## src/rtl/carry_skip_mw_seq.sv

```systemverilog
// -----------------------------------------------------------------------------
// carry_skip_mw_seq
//
// Multi-cycle wide adder. One shared 16-bit carry-skip adder processes the
// operands one 16-bit slice per clock, least significant slice first. The
// carry between slices is held in a register. Compared with a full-width
// adder, this design takes more cycles but uses less logic.
//
// Optional feature (compile-time macro SUBTRACT_EN):
//   When SUBTRACT_EN is defined, the op_sub port is added. With op_sub=1 the
//   block computes A-B mod 2^W, and out_cout=1 means "no borrow".
//   When SUBTRACT_EN is undefined, the block only adds.
//
// Parameters:
//   WORDS      number of 16-bit slices (2..16); operand width W = 16*WORDS
//
// Ports:
//   clk        rising-edge clock
//   rst_n      asynchronous active-low reset
//   in_valid   operand request
//   in_ready   block can accept operands (registered; low during reset)
//   in_a/in_b  W-bit operands
//   in_cin     carry into slice 0
//   op_sub     (SUBTRACT_EN only) subtract instead of add
//   out_valid  result available
//   out_ready  consumer accepts result
//   out_sum    registered W-bit sum
//   out_cout   carry out of the top slice
//   busy       high while an operation is in flight or waiting for handoff
//
// Handshake: a transfer happens on a rising edge where valid and ready are
// both high. The producer holds valid and data until that edge. The consumer
// may drive ready independently of valid. in_ready is low outside IDLE, so an
// accept never falls in the same cycle as a result handoff.
// -----------------------------------------------------------------------------

// 16-bit carry-skip adder: four 4-bit ripple blocks. A block whose bits all
// propagate passes its carry-in straight to its carry-out.
module carry_skip_16bit (
    input  logic [15:0] a,
    input  logic [15:0] b,
    input  logic        cin,
    output logic [15:0] sum,
    output logic        cout
);
    logic [4:0] blk_c;

    always_comb begin
        logic       c;
        logic [3:0] p;
        blk_c    = '0;
        sum      = '0;
        cout     = 1'b0;
        c        = 1'b0;
        p        = '0;
        blk_c[0] = cin;
        for (int k = 0; k < 4; k++) begin
            c = blk_c[k];
            for (int j = 0; j < 4; j++) begin
                p[j]         = a[4*k+j] ^ b[4*k+j];
                sum[4*k+j]   = p[j] ^ c;
                c            = (a[4*k+j] & b[4*k+j]) | (p[j] & c);
            end
            // Skip path: when the whole block propagates, its carry-out
            // equals its carry-in.
            blk_c[k+1] = (&p) ? blk_c[k] : c;
        end
        cout = blk_c[4];
    end
endmodule

module carry_skip_mw_seq #(
    parameter int WORDS = 4
) (
    input  logic                clk,
    input  logic                rst_n,
    input  logic                in_valid,
    output logic                in_ready,
    input  logic [16*WORDS-1:0] in_a,
    input  logic [16*WORDS-1:0] in_b,
    input  logic                in_cin,
`ifdef SUBTRACT_EN
    input  logic                op_sub,
`endif
    output logic                out_valid,
    input  logic                out_ready,
    output logic [16*WORDS-1:0] out_sum,
    output logic                out_cout,
    output logic                busy
);
    localparam int W  = 16 * WORDS;
    localparam int IW = $clog2(WORDS);

    typedef enum logic [1:0] {
        IDLE = 2'd0,
        RUN  = 2'd1,
        DONE = 2'd2
    } state_t;

    state_t        state;
    state_t        state_nx;

    logic [W-1:0]  op_a;
    logic [W-1:0]  op_b;
    logic [W-1:0]  sum_q;
    logic          carry_q;
    logic          cout_q;
    logic          rdy_q;
    logic [IW-1:0] idx;
`ifdef SUBTRACT_EN
    logic          sub_q;
`endif

    // Bit offset of the current slice. idx*16 needs exactly IW+4 bits,
    // which is also the index width of a W-bit vector.
    logic [IW+3:0] base;
    logic [15:0]   a16;
    logic [15:0]   b16;
    logic [15:0]   s16;
    logic          c16;
    logic          accept;
    logic          last;

    assign base   = {idx, 4'b0000};
    assign accept = in_valid & rdy_q;
    assign last   = (idx == IW'(WORDS - 1));
    assign a16    = op_a[base +: 16];
`ifdef SUBTRACT_EN
    assign b16    = sub_q ? ~op_b[base +: 16] : op_b[base +: 16];
`else
    assign b16    = op_b[base +: 16];
`endif

    carry_skip_16bit u_add (
        .a    (a16),
        .b    (b16),
        .cin  (carry_q),
        .sum  (s16),
        .cout (c16)
    );

    // State register.
    always_ff @(posedge clk or negedge rst_n) begin
        if (!rst_n) begin
            state <= IDLE;
        end else begin
            state <= state_nx;
        end
    end

    // Next-state logic.
    always_comb begin
        state_nx = state;
        unique case (state)
            IDLE:    if (accept)    state_nx = RUN;
            RUN:     if (last)      state_nx = DONE;
            DONE:    if (out_ready) state_nx = IDLE;
            default:                state_nx = IDLE;
        endcase
    end

    // Datapath. in_ready is registered so that it is low during reset and
    // rises on the first edge after release. When idx is 0, carry_q holds the
    // captured slice-0 carry-in, so the adder always takes its carry from
    // carry_q.
    always_ff @(posedge clk or negedge rst_n) begin
        if (!rst_n) begin
            rdy_q   <= 1'b0;
            op_a    <= '0;
            op_b    <= '0;
            sum_q   <= '0;
            carry_q <= 1'b0;
            cout_q  <= 1'b0;
            idx     <= '0;
`ifdef SUBTRACT_EN
            sub_q   <= 1'b0;
`endif
        end else begin
            rdy_q <= (state_nx == IDLE);
            unique case (state)
                IDLE: begin
                    if (accept) begin
                        op_a    <= in_a;
                        op_b    <= in_b;
                        sum_q   <= '0;
                        cout_q  <= 1'b0;
                        idx     <= '0;
`ifdef SUBTRACT_EN
                        sub_q   <= op_sub;
                        // For subtraction, A + ~B + 1: the carry-in is forced to 1.
                        carry_q <= op_sub | in_cin;
`else
                        carry_q <= in_cin;
`endif
                    end
                end
                RUN: begin
                    sum_q[base +: 16] <= s16;
                    carry_q           <= c16;
                    if (last) begin
                        cout_q <= c16;
                        idx    <= '0;
                    end else begin
                        idx    <= idx + IW'(1);
                    end
                end
                default: begin
                    // DONE: the result is held until handoff.
                end
            endcase
        end
    end

`ifdef SUBTRACT_EN
    // The forced carry-in must ignore in_cin when op_sub=1. The expression
    // above ORs them, which works only when op_sub wins; make that explicit.
`endif

    assign in_ready  = rdy_q;
    assign out_valid = (state == DONE);
    assign busy      = (state != IDLE);
    assign out_sum   = sum_q;
    assign out_cout  = cout_q;

endmodule

```

## config.mk

```make
export PLATFORM = sky130hd
export DESIGN_NAME = carry_skip_mw_seq
export DESIGN_NICKNAME = d
export VERILOG_FILES = /design/src/rtl/carry_skip_mw_seq.sv
export SDC_FILE = /design/constraint.sdc
export NUM_CORES = 1
export LEC_CHECK = 0
export BUFFER_PORTS_ARGS = -buffer_cell sky130_fd_sc_hd__buf_2
export CELL_PAD_IN_SITES_DETAIL_PLACEMENT = 1
export CELL_PAD_IN_SITES_GLOBAL_PLACEMENT = 2
export CORE_UTILIZATION = 36
export DETAILED_ROUTE_END_ITERATION = 6
export PLACE_DENSITY = 0.91
export REMOVE_ABC_BUFFERS = 1
export SLEW_MARGIN = 30
export SYNTH_ARGS = -nofsm -noshare
export SYNTH_HDL_FRONTEND = slang
export SYNTH_SLANG_ARGS = --single-unit
```

## constraint.sdc

```tcl
create_clock -name clk -period 26.2 [get_ports clk]
set_clock_uncertainty 0.1 [all_clocks]
set_input_delay 3.93 -clock clk [delete_from_list [all_inputs] [get_ports clk]]
set_output_delay 3.93 -clock clk [all_outputs]
set_load 0.005 [all_outputs]
```

* Word-level counts from Yosys, hierarchy flattened
Index checks and enable logic that the tools add are counted.
** Storage, ports and cells
- Register bits after elaboration :: 199
- Output and inout bits :: 68
- Logic and storage cells :: 130
** Operators by class
- Add/sub/neg operators :: 2
- Eq/ne operators :: 5
- Shift-type cells :: 4
- Muxes and demuxes :: 19
- Bitwise gates (word level) :: 81
- Reduce and logical (&&, ||, !) cells :: 11
** Operators with widths (count)
- $pmux W64 S2 :: 1
- $shiftx A64 B7 Y16 :: 2
- $bwmux W64 :: 1
- $mux W64 :: 1
- $shift A16 B8 Y64 const A :: 1
- $shiftx A16 B8 Y64 :: 1
- $and A1 B1 Y1 :: 33
- $xor A1 B1 Y1 :: 32
- $or A1 B1 Y1 :: 16
- $reduce_and A4 Y1 :: 4
- $mux W2 :: 5
- $neg A6 Y8 :: 1
- $mux W1 :: 7
- $pmux W2 S3 :: 1
- $eq A2 B2 Y1 const B :: 2
- $logic_not A2 Y1 :: 2
- $ne A2 B2 Y1 const B :: 2
- $pmux W1 S2 :: 2
- $pmux W2 S2 :: 1
- $reduce_and A2 Y1 :: 2
- $reduce_bool A2 Y1 :: 2
- $reduce_and A3 Y1 :: 1
- $add A2 B1 Y2 const B :: 1
- $eq A2 B1 Y1 const B :: 1

* Logic depth before layout (Yosys ltp)
- Word-level depth :: 40
- Mapped depth :: 29
- Depth with buffers taken out :: 27

* Cells and area by module
A second synthesis with hierarchy kept.
** Second synthesis, totals
- Cell total of the unflattened synthesis :: 820
- Area, all modules :: 8973.6 sq um
** By module, submodules not included
- carry_skip_mw_seq :: instances 1, cells an instance 765, area an instance 8330.5 sq um, seq. area each 4979.8 sq um
- carry_skip_16bit :: instances 1, cells an instance 55, area an instance 643.1 sq um, seq. area each 0.0 sq um

* Worst setup path after synthesis
OpenSTA, ideal clock, no wires.
- Path kind :: register to register
- From :: register idx[1]
- To :: register sum_q[15], in the netlist out_sum[15]
- Library setup time :: 121 ps
- Arrival :: 8593 ps
- Required time :: 25979 ps
- Setup slack :: 17386 ps
- Stages on the path, launching flop included :: 29
- Clock period less this slack :: 8814 ps
- Cell sequence :: dfrtp_1 clkbuf_1 clkbuf_1 mux4_2 fa_1 inv_1 fa_1 fa_1 fa_1 inv_1 mux2i_1 fa_1 fa_1 fa_1 fa_1 inv_1 a21oi_1 fa_1 fa_1 fa_1 fa_1 nand2_1 nand2_1 fa_1 fa_1 fa_1 inv_1 fa_1 a22o_1
** On the way
- Longest elaborated chain between the ends :: 39
** RTL lines
- from (decl) :: RTL line 109 : logic [IW-1:0] idx;
- from (signal assigned) :: RTL line 204 : idx <= idx + IW'(1);
- $shiftx A64 B7 Y16 (on tied branches) :: RTL line 127, 131
- $xor A1 B1 Y1 :: RTL line 60 : p[j] = a[4*k+j] ^ b[4*k+j];
- $and A1 B1 Y1 :: RTL line 62 : c = (a[4*k+j] & b[4*k+j]) | (p[j] & c);
- $or A1 B1 Y1 :: RTL line 62
- $and A1 B1 Y1 :: RTL line 62
- $or A1 B1 Y1 :: RTL line 62
- $and A1 B1 Y1 :: RTL line 62
- $or A1 B1 Y1 :: RTL line 62
- [... 23 more ...]
- $and A1 B1 Y1 :: RTL line 62
- $or A1 B1 Y1 :: RTL line 62
- $and A1 B1 Y1 :: RTL line 62
- $or A1 B1 Y1 :: RTL line 62
- $xor A1 B1 Y1 :: RTL line 61 : sum[4*k+j] = p[j] ^ c;
- $shiftx A16 B8 Y64 :: RTL line 198 : sum_q[base +: 16] <= s16;
- $bwmux W64 * :: RTL line 198
- $pmux W64 S2 * :: RTL line 180 : unique case (state)
- to (signal assigned) :: RTL line 171 : sum_q <= '0;
- to (signal assigned) :: RTL line 185 : sum_q <= '0;
- to (signal, indexed assignment) :: RTL line 198
- to (decl) :: RTL line 105 : logic [W-1:0] sum_q;
Every way passes the cells marked *; elsewhere a longest branch is shown, timed or not.
A chain may end at the register's enable or synchronous reset.

* Worst setup path in the final report
- From :: register idx[1]
- To :: register sum_q[63], in the netlist out_sum[63]
Same word-level chain as after synthesis.

==> flow_summary_export.csv <==
group,metric,value,unit
run_status,run_status,"finished clean",
sta,rsz0062_at_grt,"false",
global_routing,track_usage,20.2,%
logic_synthesis,syn_area,8910,um^2
setup_path,path_delay_family,"adder cells",
placed_design,dp_hpwl,17.1,mm
floorplan,start_util,36.6,%
logic_synthesis,synth_seq_area_share,55.9,%
run,cap_violations,0,
sta,finalHoldViolCount,0,
floorplan,die_y,159,um
sta,setup_viol,0,
routing,first_pass_iters,5,
clocking,cts_sinks,199,
sta,drv_slew,0,
global_routing,antenna_found_initial,0,
sta,slew_headroom,37.0,%
floorplan,rows,57,
sta,hold_slack,374,ps
clocking,cts-buffers-inserted,17,
sta,fmax,110,MHz
global_routing,grt_max_degree,132,
final_layout,drive_gt1_share,26.6,%
final_layout,antennaDiodeCount,0,
routing,vias_per_cell,4.74,
clocking,cts.clk_slew.worst_paths,80,ps
clocking,hold_buffers,0,
power_and_ir_drop,p_leak,5.74,nW
power_and_ir_drop,ir_drop,0.0590,mV
global_routing,grt_pass1_vias,7313,
setup_path,critical_path_buf_inv_count,4,
logic_synthesis,yosysUniqueCellTypes,32,
logic_synthesis,synth_seq_cells,199,
routing,wl_per_cell,17.1,um
setup_path,path_depth,26,
placed_design,gp_congestion,0.753,
floorplan,chipWidth,159,um
sta,post-route-period-util,34.8,%
clocking,htreeDepth,4,
logic_synthesis,syn_inst,901,
setup_path,cpMostUsedCell,"fa_1",
setup_path,path_class,"reg2reg",
placed_design,dp_slack,17120,ps
routing,ant_nets,0,
power_and_ir_drop,power_density,140,nW/um^2
sta,min_period,9110,ps
setup_path,cpPeakStageDelay,690,ps
global_routing,grt_overflow,0,
routing,first_iter_violations,285,
setup_path,worst-r2r-cell-count,26,
worst_hold_path,hp-class,"reg2reg",
clocking,cts_setup_buffers,0,
global_routing,grt_first_pass_wirelength,39.6,mm
sta,final.setup.tns,0,ps
clocking,clk_latency,440,ps
floorplan,design.core.area,24300,um^2
setup_path,crit_arrival,9320,ps
logic_synthesis,yosys_warnings,0,
logic_synthesis,syn_area_per_cell,9.89,um^2
floorplan,dieArea,25400,um^2
setup_path,start_kind,"register",
final_layout,final_nets,1248,
final_layout,area_growth,21.3,%
setup_path,crit_required,26410,ps
routing,drc,0,
sta,postLayoutSetupSlackWorst,17090,ps
sta,worstMarginPinSlew,943,ps
clocking,clockBufferDepth,2,
clocking,tritoncts,"yes",
setup_path,critPathMaxFanout,17,
routing,via_count,6716,
clocking,cts_root_buffer,"clkbuf_16",
worst_hold_path,hold_depth,2,
setup_path,worstSetupEndpointType,"register",
floorplan,io_pins,201,
clocking,cts_resized,0,
setup_path,cpMaxStageDelayCell,"dfrtp_2",
routing,drt-total-wl,24.3,mm
placed_design,portBuffers,200,
power breakdown:
part | internal (mW) | switching, mW
Sequential | 0.444 | 0.0817
Clock | 0.147 | 0.124
Combinational | 0.282 | 0.431
synthesized netlist by cell type:
library cell	n	area, um^2
o21ai_0	9	45.0
buf_1	5	18.8
nand4_1	4	25.0
buf_2	23	115
ha_1	20	250
a22o_1	8	70.1
o31ai_1	2	15.0
fa_1	16	320
buf_4	2	15.0
o21ai_1	51	255
mux2i_1	1	10.0
nor3_1	1	5.00
inv_1	26	97.6
nor3b_2	1	12.5
a21oi_2	4	35.0
nand2b_1	1	6.26
dfrtp_1	199	4980
a21oi_1	4	20.0
o211a_1	1	10.0
nor2_1	2	7.51
mux4_2	32	721
or3_4	1	11.3
or4_4	1	11.3
nand3_1	4	20.0
inv_2	11	41.3
and3_1	3	18.8
nor4_1	1	6.26
nor2b_1	1	6.26
nand2b_2	1	8.76
a22oi_1	1	7.51
clkbuf_1	16	60.1
nand2_1	449	1690
metal layers:
| layer | GRT usage (%) | wire length, um | up-vias |
|---|---|---|---|
| li1 | - | - | 3225 |
| met1 | 27.1 | 10900 | 3320 |
| met2 | 33.8 | 11900 | 162 |
| met3 | 4.58 | 1320 | 9 |
| met4 | 3.41 | 100 | 0 |
| met5 | 0 | 0 | - |
path summary, 6_finish.rpt:
path,from,end,slack [ps]
max in group asynchronous,rst_n,out_sum[33],21480
min,op_a[42],op_a[42],370
min reg2reg,op_a[42],op_a[42],370
max reg2reg,idx[1],out_sum[63],17090
min in group asynchronous,rst_n,op_a[17],3370
max,idx[1],out_sum[63],17090
logic make-up (layout without fill, tap and decap cells):
family | Yosys count | after routing | share of synthesized area, %
adders and majority gates | 36 | 36 | 6.40
buffers and inverters | 83 | 274 | 3.90
AOI/OAI and AO/OA | 80 | 80 | 5.14
and+or+nand+nor | 470 | 470 | 20.5
DFF | 199 | 199 | 55.9
muxes | 33 | 33 | 8.20
state kept, by name (all words and copies together), names as in the netlist:
signal,cells
carry_q,1
out_cout,1
in_ready,1
state,2
out_sum,64
op_a,64
op_b,64
idx,2
cell usage in the layout (no fill, tap or decap), types with 3 or more instances in the layout:
| master | instances |
|---|---|
| nand2_1 | 449 |
| buf_2 | 199 |
| dfrtp_1 | 197 |
| o21ai_1 | 51 |
| mux4_2 | 32 |
| inv_1 | 26 |
| ha_1 | 20 |
| clkbuf_16 | 18 |
| fa_1 | 16 |
| inv_2 | 11 |
| o21ai_0 | 9 |
| a22o_1 | 8 |
| nand4_1 | 4 |
| a21oi_1 | 4 |
| inv_6 | 4 |
| buf_4 | 4 |
| nand3_1 | 3 |
| clkinvlp_4 | 3 |
cell type report:
| type | instances | area (um^2) |
|---|---|---|
| repair buffers | 205 | 1060 |
| multi-input cells | 619 | 3620 |
| clock inverters | 13 | 163 |
| fillers | 2829 | 13500 |
| inverters | 37 | 139 |
| flip-flops and latches | 199 | 4980 |
| well taps | 324 | 405 |
| clock buffers | 19 | 443 |
per-stage QoR:
| step | total power [mW] | instances | area (um^2) | utilization (%) |
|---|---|---|---|---|
| floorplan | 0.986 | 855 | 8700 | - |
| global placement | 1.22 | 1384 | 10200 | 41.8 |
| detailed placement | 1.26 | 1384 | 10200 | 41.9 |
| CTS | 1.54 | 1416 | 10800 | 44.4 |
| global route | 1.64 | 1416 | 10800 | 44.5 |
| finish | 1.51 | 1416 | 10800 | 44.5 |
worst reg2reg max path: stages, from the launching register on:
cell	delay, ps
dfrtp_2	690
mux4_2	340
fa_1	180
inv_1	60
fa_1	450
fa_1	470
fa_1	460
inv_1	70
mux2i_1	180
fa_1	450
fa_1	460
fa_1	460
fa_1	430
inv_1	80
a21oi_1	70
fa_1	400
fa_1	460
fa_1	460
fa_1	450
nand2_1	70
nand2_1	80
fa_1	470
fa_1	480
fa_1	440
inv_1	80
fa_1	460
a22o_1	230
Note: power is estimated with default switching activity, not from simulation.
